===== src/rtl/burst_compare_unit_if.sv =====
// Descriptor push channel and Avalon-MM read-beat channel of burst_compare_unit.
// master = producer of descriptors and read beats, slave = the compare unit.
interface burst_compare_unit_if #(
  parameter int DATA_W  = 128,
  parameter int ADDR_W  = 27,
  parameter int BURST_W = 11
);
  localparam int BPW = DATA_W / 8;

  logic               desc_valid_i;
  logic               desc_ready_o;
  logic [ADDR_W-1:0]  desc_addr_i;
  logic [BURST_W-1:0] desc_len_i;
  logic [BPW-1:0]     desc_start_mask_i;
  logic [BPW-1:0]     desc_end_mask_i;
  logic [7:0]         desc_ptrn_i;
  logic               desc_ptrn_type_i;
  logic               readdatavalid_i;
  logic [DATA_W-1:0]  readdata_i;

  modport master (
    output desc_valid_i, desc_addr_i, desc_len_i, desc_start_mask_i,
           desc_end_mask_i, desc_ptrn_i, desc_ptrn_type_i,
           readdatavalid_i, readdata_i,
    input  desc_ready_o
  );

  modport slave (
    input  desc_valid_i, desc_addr_i, desc_len_i, desc_start_mask_i,
           desc_end_mask_i, desc_ptrn_i, desc_ptrn_type_i,
           readdatavalid_i, readdata_i,
    output desc_ready_o
  );
endinterface


===== src/rtl/burst_compare_unit.sv =====
// burst_compare_unit: checks Avalon-MM read bursts against a fixed or LFSR
// byte pattern, driven by a small FIFO of burst descriptors. Errors are
// reported two cycles after the offending beat as {word address, lowest
// mismatching byte lane}.
// Optional feature: define CMP_ERR_CNT_EN to add the saturating err_cnt_o.
module burst_compare_unit #(
  parameter  int DATA_W      = 128,
  parameter  int ADDR_W      = 27,
  parameter  int BURST_W     = 11,
  parameter  int DESC_DEPTH  = 4,
  localparam int BPW         = DATA_W / 8,
  localparam int BYTE_ADDR_W = (BPW > 1) ? $clog2(BPW) : 1
) (
  input  logic                          clk_i,
  input  logic                          rst_i,
  input  logic                          start_test_i,
  input  logic                          stop_on_err_i,
  burst_compare_unit_if.slave           bus,
  output logic                          busy_o,
  output logic                          err_valid_o,
  output logic [ADDR_W+BYTE_ADDR_W-1:0] err_addr_o
`ifdef CMP_ERR_CNT_EN
  ,
  output logic [31:0]                   err_cnt_o
`endif
);

  localparam int PTR_W = $clog2(DESC_DEPTH);

  typedef enum logic [1:0] {S_IDLE, S_BURST, S_STOP} state_t;

  typedef struct packed {
    logic [ADDR_W-1:0]  addr;
    logic [BURST_W-1:0] len;
    logic [BPW-1:0]     smask;
    logic [BPW-1:0]     emask;
    logic [7:0]         ptrn;
    logic               ptype;
  } desc_t;

  state_t state, state_nx;

  desc_t  fifo_mem [DESC_DEPTH];
  logic [PTR_W:0] wr_ptr, rd_ptr;
  logic   fifo_empty, fifo_full;
  desc_t  head, desc_in;

  logic [ADDR_W-1:0]  act_addr;
  logic [BURST_W-1:0] act_rem;
  logic               act_first;
  logic [BPW-1:0]     act_smask, act_emask;
  logic [7:0]         act_ptrn;
  logic               act_ptype;

  logic beat, last_beat, pop, push, load, fifo_clr, err_fire, set_stop;
  logic [BPW-1:0]         lane_mask, mis_d, mis_q;
  logic                   mis_v_q;
  logic [ADDR_W-1:0]      mis_addr_q;
  logic [BYTE_ADDR_W-1:0] low_idx;

  assign fifo_empty = (wr_ptr == rd_ptr);
  assign fifo_full  = (wr_ptr[PTR_W] != rd_ptr[PTR_W]) &&
                      (wr_ptr[PTR_W-1:0] == rd_ptr[PTR_W-1:0]);
  assign head       = fifo_mem[rd_ptr[PTR_W-1:0]];
  assign desc_in    = '{addr: bus.desc_addr_i, len: bus.desc_len_i,
                        smask: bus.desc_start_mask_i, emask: bus.desc_end_mask_i,
                        ptrn: bus.desc_ptrn_i, ptype: bus.desc_ptrn_type_i};

  // FSM state register
  always_ff @(posedge clk_i or posedge rst_i) begin
    if (rst_i) state <= S_IDLE;
    else       state <= state_nx;
  end

  // FSM next state: start_test_i beats everything, then a stop on error
  always_comb begin
    state_nx = state;
    if (start_test_i) begin
      state_nx = S_IDLE;
    end else if (set_stop) begin
      state_nx = S_STOP;
    end else begin
      case (state)
        S_IDLE:  if (load) state_nx = S_BURST;
        S_BURST: if (last_beat) state_nx = load ? S_BURST : S_IDLE;
        default: state_nx = state;
      endcase
    end
  end

  // FSM outputs and handshake/control strobes
  always_comb begin
    bus.desc_ready_o = !fifo_full || (state == S_STOP);
    busy_o           = !fifo_empty || (state == S_BURST);
    beat             = (state == S_BURST) && bus.readdatavalid_i;
    last_beat        = beat && (act_rem == BURST_W'(1));
    err_fire         = mis_v_q && (|mis_q) && (state != S_STOP) && !start_test_i;
    set_stop         = err_fire && stop_on_err_i;
    fifo_clr         = start_test_i || set_stop || (state == S_STOP);
    push             = bus.desc_valid_i && bus.desc_ready_o && !fifo_clr;
    pop              = !fifo_empty && ((state == S_IDLE) || last_beat) && !fifo_clr;
    // zero-length heads are popped without ever becoming active
    load             = pop && (head.len != '0);
  end

  // Descriptor storage (data only, validity is tracked by the pointers)
  always_ff @(posedge clk_i) begin
    if (push) fifo_mem[wr_ptr[PTR_W-1:0]] <= desc_in;
  end

  // FIFO pointers, flushed on start, on stop and while stopped
  always_ff @(posedge clk_i or posedge rst_i) begin
    if (rst_i) begin
      wr_ptr <= '0;
      rd_ptr <= '0;
    end else if (fifo_clr) begin
      wr_ptr <= '0;
      rd_ptr <= '0;
    end else begin
      if (push) wr_ptr <= wr_ptr + 1'b1;
      if (pop)  rd_ptr <= rd_ptr + 1'b1;
    end
  end

  // Active burst slot; a load on the last beat takes priority over advancing
  always_ff @(posedge clk_i or posedge rst_i) begin
    if (rst_i) begin
      act_addr  <= '0;
      act_rem   <= '0;
      act_first <= 1'b0;
      act_smask <= '0;
      act_emask <= '0;
      act_ptrn  <= '0;
      act_ptype <= 1'b0;
    end else if (load) begin
      act_addr  <= head.addr;
      act_rem   <= head.len;
      act_first <= 1'b1;
      act_smask <= head.smask;
      act_emask <= head.emask;
      act_ptrn  <= head.ptrn;
      act_ptype <= head.ptype;
    end else if (beat) begin
      act_addr  <= act_addr + 1'b1;
      act_rem   <= act_rem - 1'b1;
      act_first <= 1'b0;
      if (act_ptype) act_ptrn <= {act_ptrn[6:0], act_ptrn[6] ^ act_ptrn[1] ^ act_ptrn[0]};
    end
  end

  // Per-lane enable and mismatch of the current beat
  always_comb begin
    lane_mask = '1;
    if (act_first)                 lane_mask = lane_mask & act_smask;
    if (act_rem == BURST_W'(1))    lane_mask = lane_mask & act_emask;
    mis_d = '0;
    for (int unsigned i = 0; i < BPW; i++)
      mis_d[i] = lane_mask[i] && (bus.readdata_i[8*i +: 8] != act_ptrn);
  end

  // Lowest mismatching lane of the registered beat
  always_comb begin
    low_idx = '0;
    for (int unsigned i = BPW; i > 0; i--)
      if (mis_q[i-1]) low_idx = BYTE_ADDR_W'(i - 1);
  end

  // Stage 1: register the mismatch vector and its word address
  always_ff @(posedge clk_i or posedge rst_i) begin
    if (rst_i) begin
      mis_v_q    <= 1'b0;
      mis_q      <= '0;
      mis_addr_q <= '0;
    end else if (start_test_i) begin
      mis_v_q    <= 1'b0;
      mis_q      <= '0;
    end else begin
      mis_v_q    <= beat;
      mis_q      <= mis_d;
      mis_addr_q <= act_addr;
    end
  end

  // Stage 2: error strobe; the address holds between reports
  always_ff @(posedge clk_i or posedge rst_i) begin
    if (rst_i) begin
      err_valid_o <= 1'b0;
      err_addr_o  <= '0;
    end else begin
      err_valid_o <= err_fire;
      if (err_fire) err_addr_o <= {mis_addr_q, low_idx};
    end
  end

`ifdef CMP_ERR_CNT_EN
  // Saturating count of reported errors
  always_ff @(posedge clk_i or posedge rst_i) begin
    if (rst_i)                          err_cnt_o <= '0;
    else if (start_test_i)              err_cnt_o <= '0;
    else if (err_fire && err_cnt_o != '1) err_cnt_o <= err_cnt_o + 1'b1;
  end
`endif

endmodule


===== src/flat_wrapper.sv =====
// flat-port wrapper written by rule: the top's interface ports become plain ports
module burst_compare_unit_flat 
#(
  parameter  int DATA_W      = 128,
  parameter  int ADDR_W      = 27,
  parameter  int BURST_W     = 11,
  parameter  int DESC_DEPTH  = 4,
  localparam int BPW         = DATA_W / 8,
  localparam int BYTE_ADDR_W = (BPW > 1) ? $clog2(BPW) : 1
)
  (clk_i, rst_i, start_test_i, stop_on_err_i, busy_o, err_valid_o, err_addr_o, bus_desc_valid_i, bus_desc_addr_i, bus_desc_len_i, bus_desc_start_mask_i, bus_desc_end_mask_i, bus_desc_ptrn_i, bus_desc_ptrn_type_i, bus_readdatavalid_i, bus_readdata_i, bus_desc_ready_o);
  burst_compare_unit_if #(.DATA_W(DATA_W), .ADDR_W(ADDR_W), .BURST_W(BURST_W)) bus_i ();
  input  logic clk_i;
  input  logic rst_i;
  input  logic start_test_i;
  input  logic stop_on_err_i;
  output logic busy_o;
  output logic err_valid_o;
  output logic [ADDR_W+BYTE_ADDR_W-1:0] err_addr_o;
  input wire logic [$bits(bus_i.desc_valid_i)-1:0] bus_desc_valid_i;
  input wire logic [$bits(bus_i.desc_addr_i)-1:0] bus_desc_addr_i;
  input wire logic [$bits(bus_i.desc_len_i)-1:0] bus_desc_len_i;
  input wire logic [$bits(bus_i.desc_start_mask_i)-1:0] bus_desc_start_mask_i;
  input wire logic [$bits(bus_i.desc_end_mask_i)-1:0] bus_desc_end_mask_i;
  input wire logic [$bits(bus_i.desc_ptrn_i)-1:0] bus_desc_ptrn_i;
  input wire logic [$bits(bus_i.desc_ptrn_type_i)-1:0] bus_desc_ptrn_type_i;
  input wire logic [$bits(bus_i.readdatavalid_i)-1:0] bus_readdatavalid_i;
  input wire logic [$bits(bus_i.readdata_i)-1:0] bus_readdata_i;
  output wire logic [$bits(bus_i.desc_ready_o)-1:0] bus_desc_ready_o;
  assign bus_i.desc_valid_i = bus_desc_valid_i;
  assign bus_i.desc_addr_i = bus_desc_addr_i;
  assign bus_i.desc_len_i = bus_desc_len_i;
  assign bus_i.desc_start_mask_i = bus_desc_start_mask_i;
  assign bus_i.desc_end_mask_i = bus_desc_end_mask_i;
  assign bus_i.desc_ptrn_i = bus_desc_ptrn_i;
  assign bus_i.desc_ptrn_type_i = bus_desc_ptrn_type_i;
  assign bus_i.readdatavalid_i = bus_readdatavalid_i;
  assign bus_i.readdata_i = bus_readdata_i;
  assign bus_desc_ready_o = bus_i.desc_ready_o;
  burst_compare_unit #(.DATA_W(DATA_W), .ADDR_W(ADDR_W), .BURST_W(BURST_W), .DESC_DEPTH(DESC_DEPTH)) u_core (.clk_i(clk_i), .rst_i(rst_i), .start_test_i(start_test_i), .stop_on_err_i(stop_on_err_i), .bus(bus_i), .busy_o(busy_o), .err_valid_o(err_valid_o), .err_addr_o(err_addr_o));
endmodule

===== config.mk =====
export PLATFORM = sky130hd
export DESIGN_NAME = burst_compare_unit_flat
export DESIGN_NICKNAME = d
export VERILOG_FILES = /design/src/rtl/burst_compare_unit_if.sv /design/src/rtl/burst_compare_unit.sv /design/src/flat_wrapper.sv
export SDC_FILE = /design/constraint.sdc
export NUM_CORES = 1
export LEC_CHECK = 0
export ABC_CLOCK_PERIOD_IN_PS = 6600
export CAP_MARGIN = 20
export CORE_MARGIN = 2
export CORE_UTILIZATION = 45
export CTS_CLUSTER_DIAMETER = 200
export DETAILED_ROUTE_END_ITERATION = 12
export MAX_ROUTING_LAYER = met4
export PLACE_DENSITY = 0.64
export SYNTH_ARGS = -nofsm -noshare
export SYNTH_HDL_FRONTEND = slang
export SYNTH_SLANG_ARGS = --single-unit

===== constraint.sdc =====
create_clock -name clk_i -period 6.6 [get_ports clk_i]
set_clock_uncertainty 0.15 [all_clocks]
set_input_delay 0.66 -clock clk_i [delete_from_list [all_inputs] [get_ports clk_i]]
set_output_delay 0.66 -clock clk_i [all_outputs]
set_load 0.05 [all_outputs]

Word level (Yosys, flattened, before mapping)
Memories as Yosys holds them, arrays and structs flattened.
Cells that the tools add are included.
{ "totals": {"ff_bits": 164, "ramBits": 316, "inputBits": 213, "wordCells": 136, "memories": 1} }
{ "op_classes": {"add_sub_neg": 4, "eq_ne": 25, "muxes": 41, "bitwise": 3, "reduce_logical": 47} }
{ "mem_list": {"columns": ["name", "words", "width", "rd", "rd_clocked_by_memory_dff", "wr", "line", "rtl"], "rows": [
  ["u_core.fifo_mem", 4, 79, 1, 0, 1, "burst_compare_unit.sv:43", "desc_t fifo_mem [DESC_DEPTH];"]
]} }
{ "ops": {"columns": ["op", "n"], "rows": [
  ["8-bit inequality test", 16],
  ["4-bit two-way mux", 16],
  ["27-bit two-way mux", 2],
  ["16-bit two-way mux", 3],
  ["1-bit logical AND", 28],
  ["27-bit by 1-bit adder with 27-bit output (second input constant)", 1],
  ["8-bit two-way mux", 3],
  ["11-bit two-way mux", 2],
  ["16-bit AND", 1],
  ["16-bit OR reduction", 1],
  ["3-bit two-way mux", 4],
  ["11-bit by 1-bit == test with 1-bit output (second input constant)", 1],
  ["11-bit nonzero test", 1],
  ["11-bit by 1-bit subtractor with 11-bit output (second input constant)", 1],
  ["2-bit two-way mux", 4],
  ["4-bit by 2-bit inequality test with 1-bit output (second input constant)", 2],
  ["2-bit nonzero test", 4],
  ["3-bit by 1-bit adder with 3-bit output (second input constant)", 2],
  ["1-bit two-way mux", 6],
  ["1-bit logical OR", 5],
  ["1-bit logical NOT", 4],
  ["2-bit one-hot mux with 2 select lines", 1],
  ["4-bit nonzero test", 1],
  ["3-bit == test", 1],
  ["other kinds (9)", 10]
]} }

Depth between registers and ports, before layout
Gate-level depths: netlist of run 1.
{ "logic_depth": {"ltp_word": 16, "ltp_mapped": 10} }

Worst setup path before layout of run 1
OpenSTA, ideal clock, no wires.
{ "synth_timing": {"kind": "register to register", "from": "register u_core.state[1]", "to": "memory u_core.fifo_mem[3][0] (netlist bit), enable pin", "t_arrival_ns": 4.969, "required_time_ns": 5.933, "slack_ns": 0.963, "path_stages_with_launch": 5, "cell_sequence": "dfrtp_1 inv_1 o2111ai_1 nand3_1 nor2_1"} }
{ "synth_lines": {"columns": ["item", "line", "rtl"], "rows": [
  ["start, declared", "burst_compare_unit.sv:41", "state_t state, state_nx;"],
  ["start signal, assigned", "burst_compare_unit.sv:72", "else state <= state_nx;"],
  ["2-bit == test", "burst_compare_unit.sv:93", "bus.desc_ready_o = !fifo_full || (state == S_STOP);"],
  ["1-bit logical OR", "burst_compare_unit.sv:93", null],
  ["via bus_desc_ready_o", "flat_wrapper.sv:29", "output wire logic [$bits(bus_i.desc_ready_o)-1:0] bus_desc_ready_o;"],
  ["1-bit logical AND (2 in a row)", "burst_compare_unit.sv:100", "push = bus.desc_valid_i && bus.desc_ready_o && !fifo_clr;"],
  ["1-bit two-way mux", "burst_compare_unit.sv:108", "if (push) fifo_mem[wr_ptr[PTR_W-1:0]] <= desc_in;"],
  ["1-bit two-way mux (implied by the code)", "burst_compare_unit.sv:108", null],
  ["end, declared", "burst_compare_unit.sv:43", null]
]} }
The timed path passes the listed nets, and every way through them passes these cells.

Worst setup path after layout of run 1
{ "layout_timing": {"from": "register u_core.mis_q[5]", "to": "memory u_core.fifo_mem[0][69] (netlist bit), enable pin"} }
{ "layout_via": {"elab_chain_cells": 11} }
{ "layout_lines": {"columns": ["item", "line", "rtl"], "rows": [
  ["start, declared", "burst_compare_unit.sv:56", "logic [BPW-1:0] lane_mask, mis_d, mis_q;"],
  ["start signal, assigned", "burst_compare_unit.sv:179", "mis_q <= mis_d;"],
  ["16-bit OR reduction", "burst_compare_unit.sv:97", "err_fire = mis_v_q && (|mis_q) && (state != S_STOP) && !start_test_i;"],
  ["1-bit logical AND (3 in a row)", "burst_compare_unit.sv:97", null],
  ["1-bit logical AND", "burst_compare_unit.sv:98", "set_stop = err_fire && stop_on_err_i;"],
  ["1-bit logical OR (2 in a row)", "burst_compare_unit.sv:99", "fifo_clr = start_test_i || set_stop || (state == S_STOP);"],
  ["1-bit logical NOT", "burst_compare_unit.sv:100", null],
  ["1-bit logical AND", "burst_compare_unit.sv:100", null],
  ["1-bit two-way mux", "burst_compare_unit.sv:108", null],
  ["1-bit two-way mux (implied by the code)", "burst_compare_unit.sv:108", null]
]} }
Every way passes these cells.

==> reports/qor.yml, run 1 <==
status: "completed"
clockPowerShare_pct: 25.9
start_kind: "flip-flop"
dpl.hpwl_mm: 31.5
ir_drop_v: 0.000266
vias: 11400
p_leak_uw: 0.00900
track_usage_pct: 21.1
multiInputGateArea_sq_mm: 0.00637
synthFlopType: "edfxtp_1"
maxSlewViolCount: 0
synth_common_cells: "edfxtp_1 (316), dfrtp_1 (164), xor2_1 (148), nand2_1 (108), mux4_2 (79)"
worst_slew_pin_slew_ns: 1.04
finalCritPeriodShare_pct: 57.3
yosysTopAreaCell: "edfxtp_1"
setup_violations: 0
worstSetupPathType: "flip-flop to flip-flop"
fin_tns_setup_ns: 0
cts_hold_buf: 0
start_util_pct: 45.3
regArea_sq_mm: 0.0136
combPwrFrac_pct: 31.3
root_buffer: "clkbuf_16"
placed_cells: 2098
drive_above_1_share_pct: 17.2
wl_mm: 47.0
port_buffers: 246
grt_start_max_net_pins: 97
ys_seq_area_share_pct: 66.6
ys_async_sr_fraction_pct: 34.2
relSlewSlack_pct: 30.7
firstDrtPassIters: 5
rsz0062_at_grt: "false"
overflow: 0
met2WireLength_mm: 23.1
clkSlewWorstSetupHoldPaths_ns: 0.06
core_sq_mm: 0.0451
h-tree-depth: 2
ys_warn_count: 0
wl_per_cell_microns: 21.5
postCtsSetupRepairBufs: 0
final_util_pct: 55.4
area_growth_pct: 22.3
cp_max_fo: 37
min_period_ns: 3.78
ys_types: 48
first_global_vias: 12100
synth_top_area_share_pct: 46.5
final_cells: 2185
clk_path_buf_depth: 3
syn_avg_cell_area_sq_um: 15.8
p_sw_uw: 3220
antenna_found_initial: 2
vias_per_cell: 5.23
r2r_cells: 7
syn-cell-area_sq_mm: 0.0204
drtIter0Drc: 714
rows: 78
ioPinCount: 247
finalNetCount: 1767
top_layer: "met4"
worstSetupEndpointType: "flip-flop"
fmax_mhz: 264
maxCapViolCount: 0
hold_path_class: "flip-flop to flip-flop"
worstPathArrival_ns: 3.85
finalHoldViolCount: 0
grt_pass1_wl_mm: 72.6
routedLengthMet1_mm: 20.5
critPathRequiredTime_ns: 6.67
synth_edf_count: 316
die_h_microns: 217
dr_wl_met3_mm: 2.43
drc: 0
die_w_microns: 217
cts_tree: "built"
place_congestion: 0.775
p_total_uw: 9860
switching_share_pct: 32.7
dieArea_sq_mm: 0.0471
synthesis.nets: 1517
power.internal_uw: 6640
ys_seq_elements: 480
cts_resized: 0
p_seq_share_pct: 42.8
placed_area_sq_mm: 0.0235
ant_nets: 0
clock_latency_ns: 0.56
power_density_mw_per_mm2: 395
cts.sink_count: 480
cts_buffers: 46
nFillCells: 3691
yosysMostFrequentCell: "edfxtp_1"
synthCells: 1296
stdcell_area_sq_mm: 0.0250
synth_area_leaders: "edfxtp_1 (46%), dfrtp_1 (20%), mux4_2 (8.7%)"
hold_depth: 2
-- cells in the final DEF (no fill, tap or decap), drive strengths merged, types with 2 or more instances in the layout --
master,instances
o21bai,2
nor2b,2
inv,31
nor2,65
a21oi,78
xor2,148
clkdlybuf4s50,245
dfrtp,164
diode,2
o21ai,23
and4,2
o31ai,2
nor3b,2
clkbuf,63
buf,23
nor4,42
mux2i,8
and2,4
or3,5
and3,5
nor3,9
nand4,10
xnor2,25
o22a,2
clkinv,18
bufinv,2
edfxtp,316
nand2,108
nand3,18
mux2,62
ha,8
mux4,79
-- cells by family after synthesis --
family	share of synthesized area [%]
xor+xnor	7.42
mux	13.2
simple gates	6.38
buf+inv	2.29
fa+ha+maj	0.490
compound gates	3.65
flops	66.6
-- power by group through the flow --
stage	Sequential (uW)	Combinational, uW	Clock [uW]
finish	4220	3090	2550
global route	4300	3340	2730
CTS	4220	3130	2600
detailed placement	4280	3120	0
global placement	4260	3080	0
floorplan	4380	2040	0
-- worst max-delay path: stages (launching register included) --
cell	delay (ns)
dfrtp_1	0.41
nor4_1	0.59
nand4_1	0.31
nand3_1	0.34
nand2_1	0.27
nor2_1	0.28
and2_4	0.61
buf_4	0.45
-- final timing paths --
check                                                          to                         startpoint  slack [ns]
worst max-delay path             u_core.fifo_mem[0][69]$_DFFE_PP_          u_core.mis_q[5]$_DFF_PP0_        2.82
worst min-delay path            u_core.err_addr_o[23]$_DFFE_PP0N_  u_core.mis_addr_q[19]$_DFFE_PP0N_        0.31
worst max register to register   u_core.fifo_mem[0][69]$_DFFE_PP_          u_core.mis_q[5]$_DFF_PP0_        2.82
worst min register to register  u_core.err_addr_o[23]$_DFFE_PP0N_  u_core.mis_addr_q[19]$_DFFE_PP0N_        0.31
max in group asynchronous            u_core.rd_ptr[0]$_DFFE_PP0P_                              rst_i        4.53
min in group asynchronous           u_core.act_rem[4]$_DFFE_PP0P_                              rst_i        0.34
-- state kept, by name, indices dropped and copies added (netlist names) --
name	cells
u_core.act_emask	16
u_core.rd_ptr	3
u_core.mis_addr_q	27
u_core.act_ptrn	8
u_core.mis_q	16
u_core.mis_v_q	1
u_core.state	2
u_core.wr_ptr	3
u_core.act_smask	16
u_core.fifo_mem	316
u_core.act_first	1
u_core.act_addr	27
u_core.act_ptype	1
u_core.err_addr_o	31
u_core.act_rem	11
u_core.err_valid_o	1
-- final cells by class --
| cell class | instances | area share (%) |
|---|---|---|
| antenna | 2 | 0.0200 |
| clock buffer | 63 | 5.27 |
| clock inverter | 22 | 0.596 |
| inverter | 30 | 0.471 |
| multi-input combinational | 720 | 25.5 |
| sequential | 480 | 54.5 |
| tap | 600 | 3.01 |
| timing repair buffer | 268 | 10.7 |
-- routing by layer --
metal,GRT usage [%],vias to the layer above
met5,-,-
met4,5.84,0
met3,3.66,57
met2,33.9,316
met1,28.0,5773
li1,-,5288
-- per-stage QoR --
step | hold WS [ns] | worst slack, ns
after floorplan | 0.283 | 0.963
after global placement | 0.293 | 2.39
after detailed placement | 0.296 | 2.74
after CTS | 0.311 | 2.75
after global routing | 0.336 | 2.52
final | 0.313 | 2.82
No activity file was read; power rests on OpenSTA's default activity.
==> run 2: changes to the inputs <==
- ABC_CLOCK_PERIOD_IN_PS: 6600 -> 3600
- clock period: 6.6 -> 3.6 ns (I/O delays scaled with it)
==> run 2 against run 1 <==
Compared with the run above:
- setup slack worse by 2.4 ns
- non-clock buffer count increased by 17
- sequential share of layout area fell by 0.80 points
- fmax up 18%
- critical path depth unchanged
- count of clock-buffer cells in the layout up 2
- clock power increased by 98%
- flip-flop and latch count stayed put
- combinational power increased by 81%
==> reports/qor.yml, run 2 (synthesized netlist as in run 1, its figures left out) <==
status: "completed"
place_congestion: 0.829
hold_depth: 4
worstSetupPathType: "flip-flop to flip-flop"
h-tree-depth: 2
start_kind: "flip-flop"
p_total_uw: 18600
drive_above_1_share_pct: 18.8
crit_slowest_cell: "nor4_1"
grt_pass1_wl_mm: 72.6
min_period_ns: 3.21
track_usage_pct: 21.3
ir_drop_v: 0.000429
crit_path_cell_trace: "nor4_1 -> nand4_1 -> nand3_1 -> nand2_1 -> nor2_1 -> and2_4 -> buf_12"
worstPathArrival_ns: 3.29
fmax_mhz: 312
vias: 11500
cts.sink_count: 480
wl_per_cell_microns: 21.7
max_stage_delay_ns: 0.50
r2r_cells: 7
layout_common_cells: "edfxtp_1 (316), clkdlybuf4s50_1 (245), dfrtp_1 (162)"
final_cells: 2204
port_buffers: 246
p_leak_uw: 0.00917
cp_max_fo: 32
finalHoldViolCount: 0
clock_latency_ns: 0.56
maxSlewViolCount: 0
die_w_microns: 217
cts_buffers: 47
area_growth_pct: 24.2
power_density_mw_per_mm2: 735
rows: 78
pre_cts_ws_ns: 0.453
antenna_found_initial: 2
ant_nets: 0
relSlewSlack_pct: 34.4
cts_resized: 0
drtIter0Drc: 881
ioPinCount: 247
setup_violations: 0
hold_path_class: "input pin to flip-flop"
wl_mm: 47.8
clkSlewWorstSetupHoldPaths_ns: 0.06
firstDrtPassIters: 5
finalNetCount: 1785
critPathRequiredTime_ns: 3.69
first_global_vias: 12100
grt_start_max_net_pins: 101
clk_path_buf_depth: 3
worst_slack_ns: 0.394
worst_slew_pin_slew_ns: 0.983
core_sq_mm: 0.0451
drc: 0
finalCritPeriodShare_pct: 89.1
cts_hold_buf: 0
vias_per_cell: 5.22
rsz0062_at_grt: "false"
die_h_microns: 217
fin_tns_setup_ns: 0
dpl.hpwl_mm: 32.8
placed_cells: 2115
postCtsSetupRepairBufs: 0
final_common_cell: "edfxtp_1"
final_util_pct: 56.2
start_util_pct: 45.3
cts_tree: "built"
dieArea_sq_mm: 0.0471
worstSetupEndpointType: "flip-flop"
overflow: 0
largest_reg_flops: 316
maxCapViolCount: 0
root_buffer: "clkbuf_16"
==> run 2: changes by cell type in the layout (fill, tap and decap cells not counted), sizes merged, moves of 2 or more <==
cell,previous run,this run
buf,23,40
clkinv,18,11
clkbuf,63,65
bufinv,2,5
clkinvlp,1,5
==> run 2: metal layers <==
layer,GRT usage (%),share of wire [%]
met1,28.4,44
met2,33.1,48
met3,3.86,5.5
met4,7.28,3.2
met5,-,0
==> run 2: final timing paths <==
check	from	end	slack (ns)
min in group asynchronous	rst_i	u_core.err_addr_o[4]$_DFFE_PP0N_	0.21
hold reg to reg	u_core.mis_addr_q[24]$_DFFE_PP0N_	u_core.err_addr_o[28]$_DFFE_PP0N_	0.31
hold / removal	start_test_i	u_core.act_rem[0]$_DFFE_PP0P_	0.09
setup / recovery	u_core.mis_q[13]$_DFF_PP0_	u_core.fifo_mem[2][55]$_DFFE_PP_	0.39
setup reg to reg	u_core.mis_q[13]$_DFF_PP0_	u_core.fifo_mem[2][55]$_DFFE_PP_	0.39
max in group asynchronous	rst_i	u_core.rd_ptr[1]$_DFFE_PP0P_	2.32
==> run 2: worst max-delay path, delay by kind of cell (launching register included) <==
family | cells | cell delay, ns
buffers and inverters | 1 | 0.27
flip-flops | 1 | 0.40
AND/OR/NAND/NOR | 6 | 2.01
==> run 2: area by class of cell <==
class | count | area, sq um
sequential | 480 | 13600
fill | 3609 | 19700
antenna | 3 | 7.51
clock buffer | 65 | 1360
tap | 600 | 751
clock inverter | 21 | 258
multi-input combinational | 720 | 6370
timing repair buffer | 285 | 2890
inverter | 30 | 116
==> run 2: power breakdown <==
group | leakage, uW | internal [uW] | total (uW) | switching, uW
Combinational | 0.00359 | 2690 | 5580 | 2890
Clock | 0.000781 | 3010 | 5040 | 2030
Sequential | 0.00480 | 6890 | 8010 | 1120
==> run 2: metrics by stage <==
| step | cell area [sq um] | hold slack, ns |
|---|---|---|
| 2_1_floorplan | 20400 | 0.283 |
| 3_3_place_gp | 23700 | 0.298 |
| 3_5_place_dp | 23700 | 0.301 |
| 4_1_cts | 25300 | 0.0557 |
| 5_1_grt | 25300 | 0.0982 |
| 6_report | 25400 | 0.0902 |
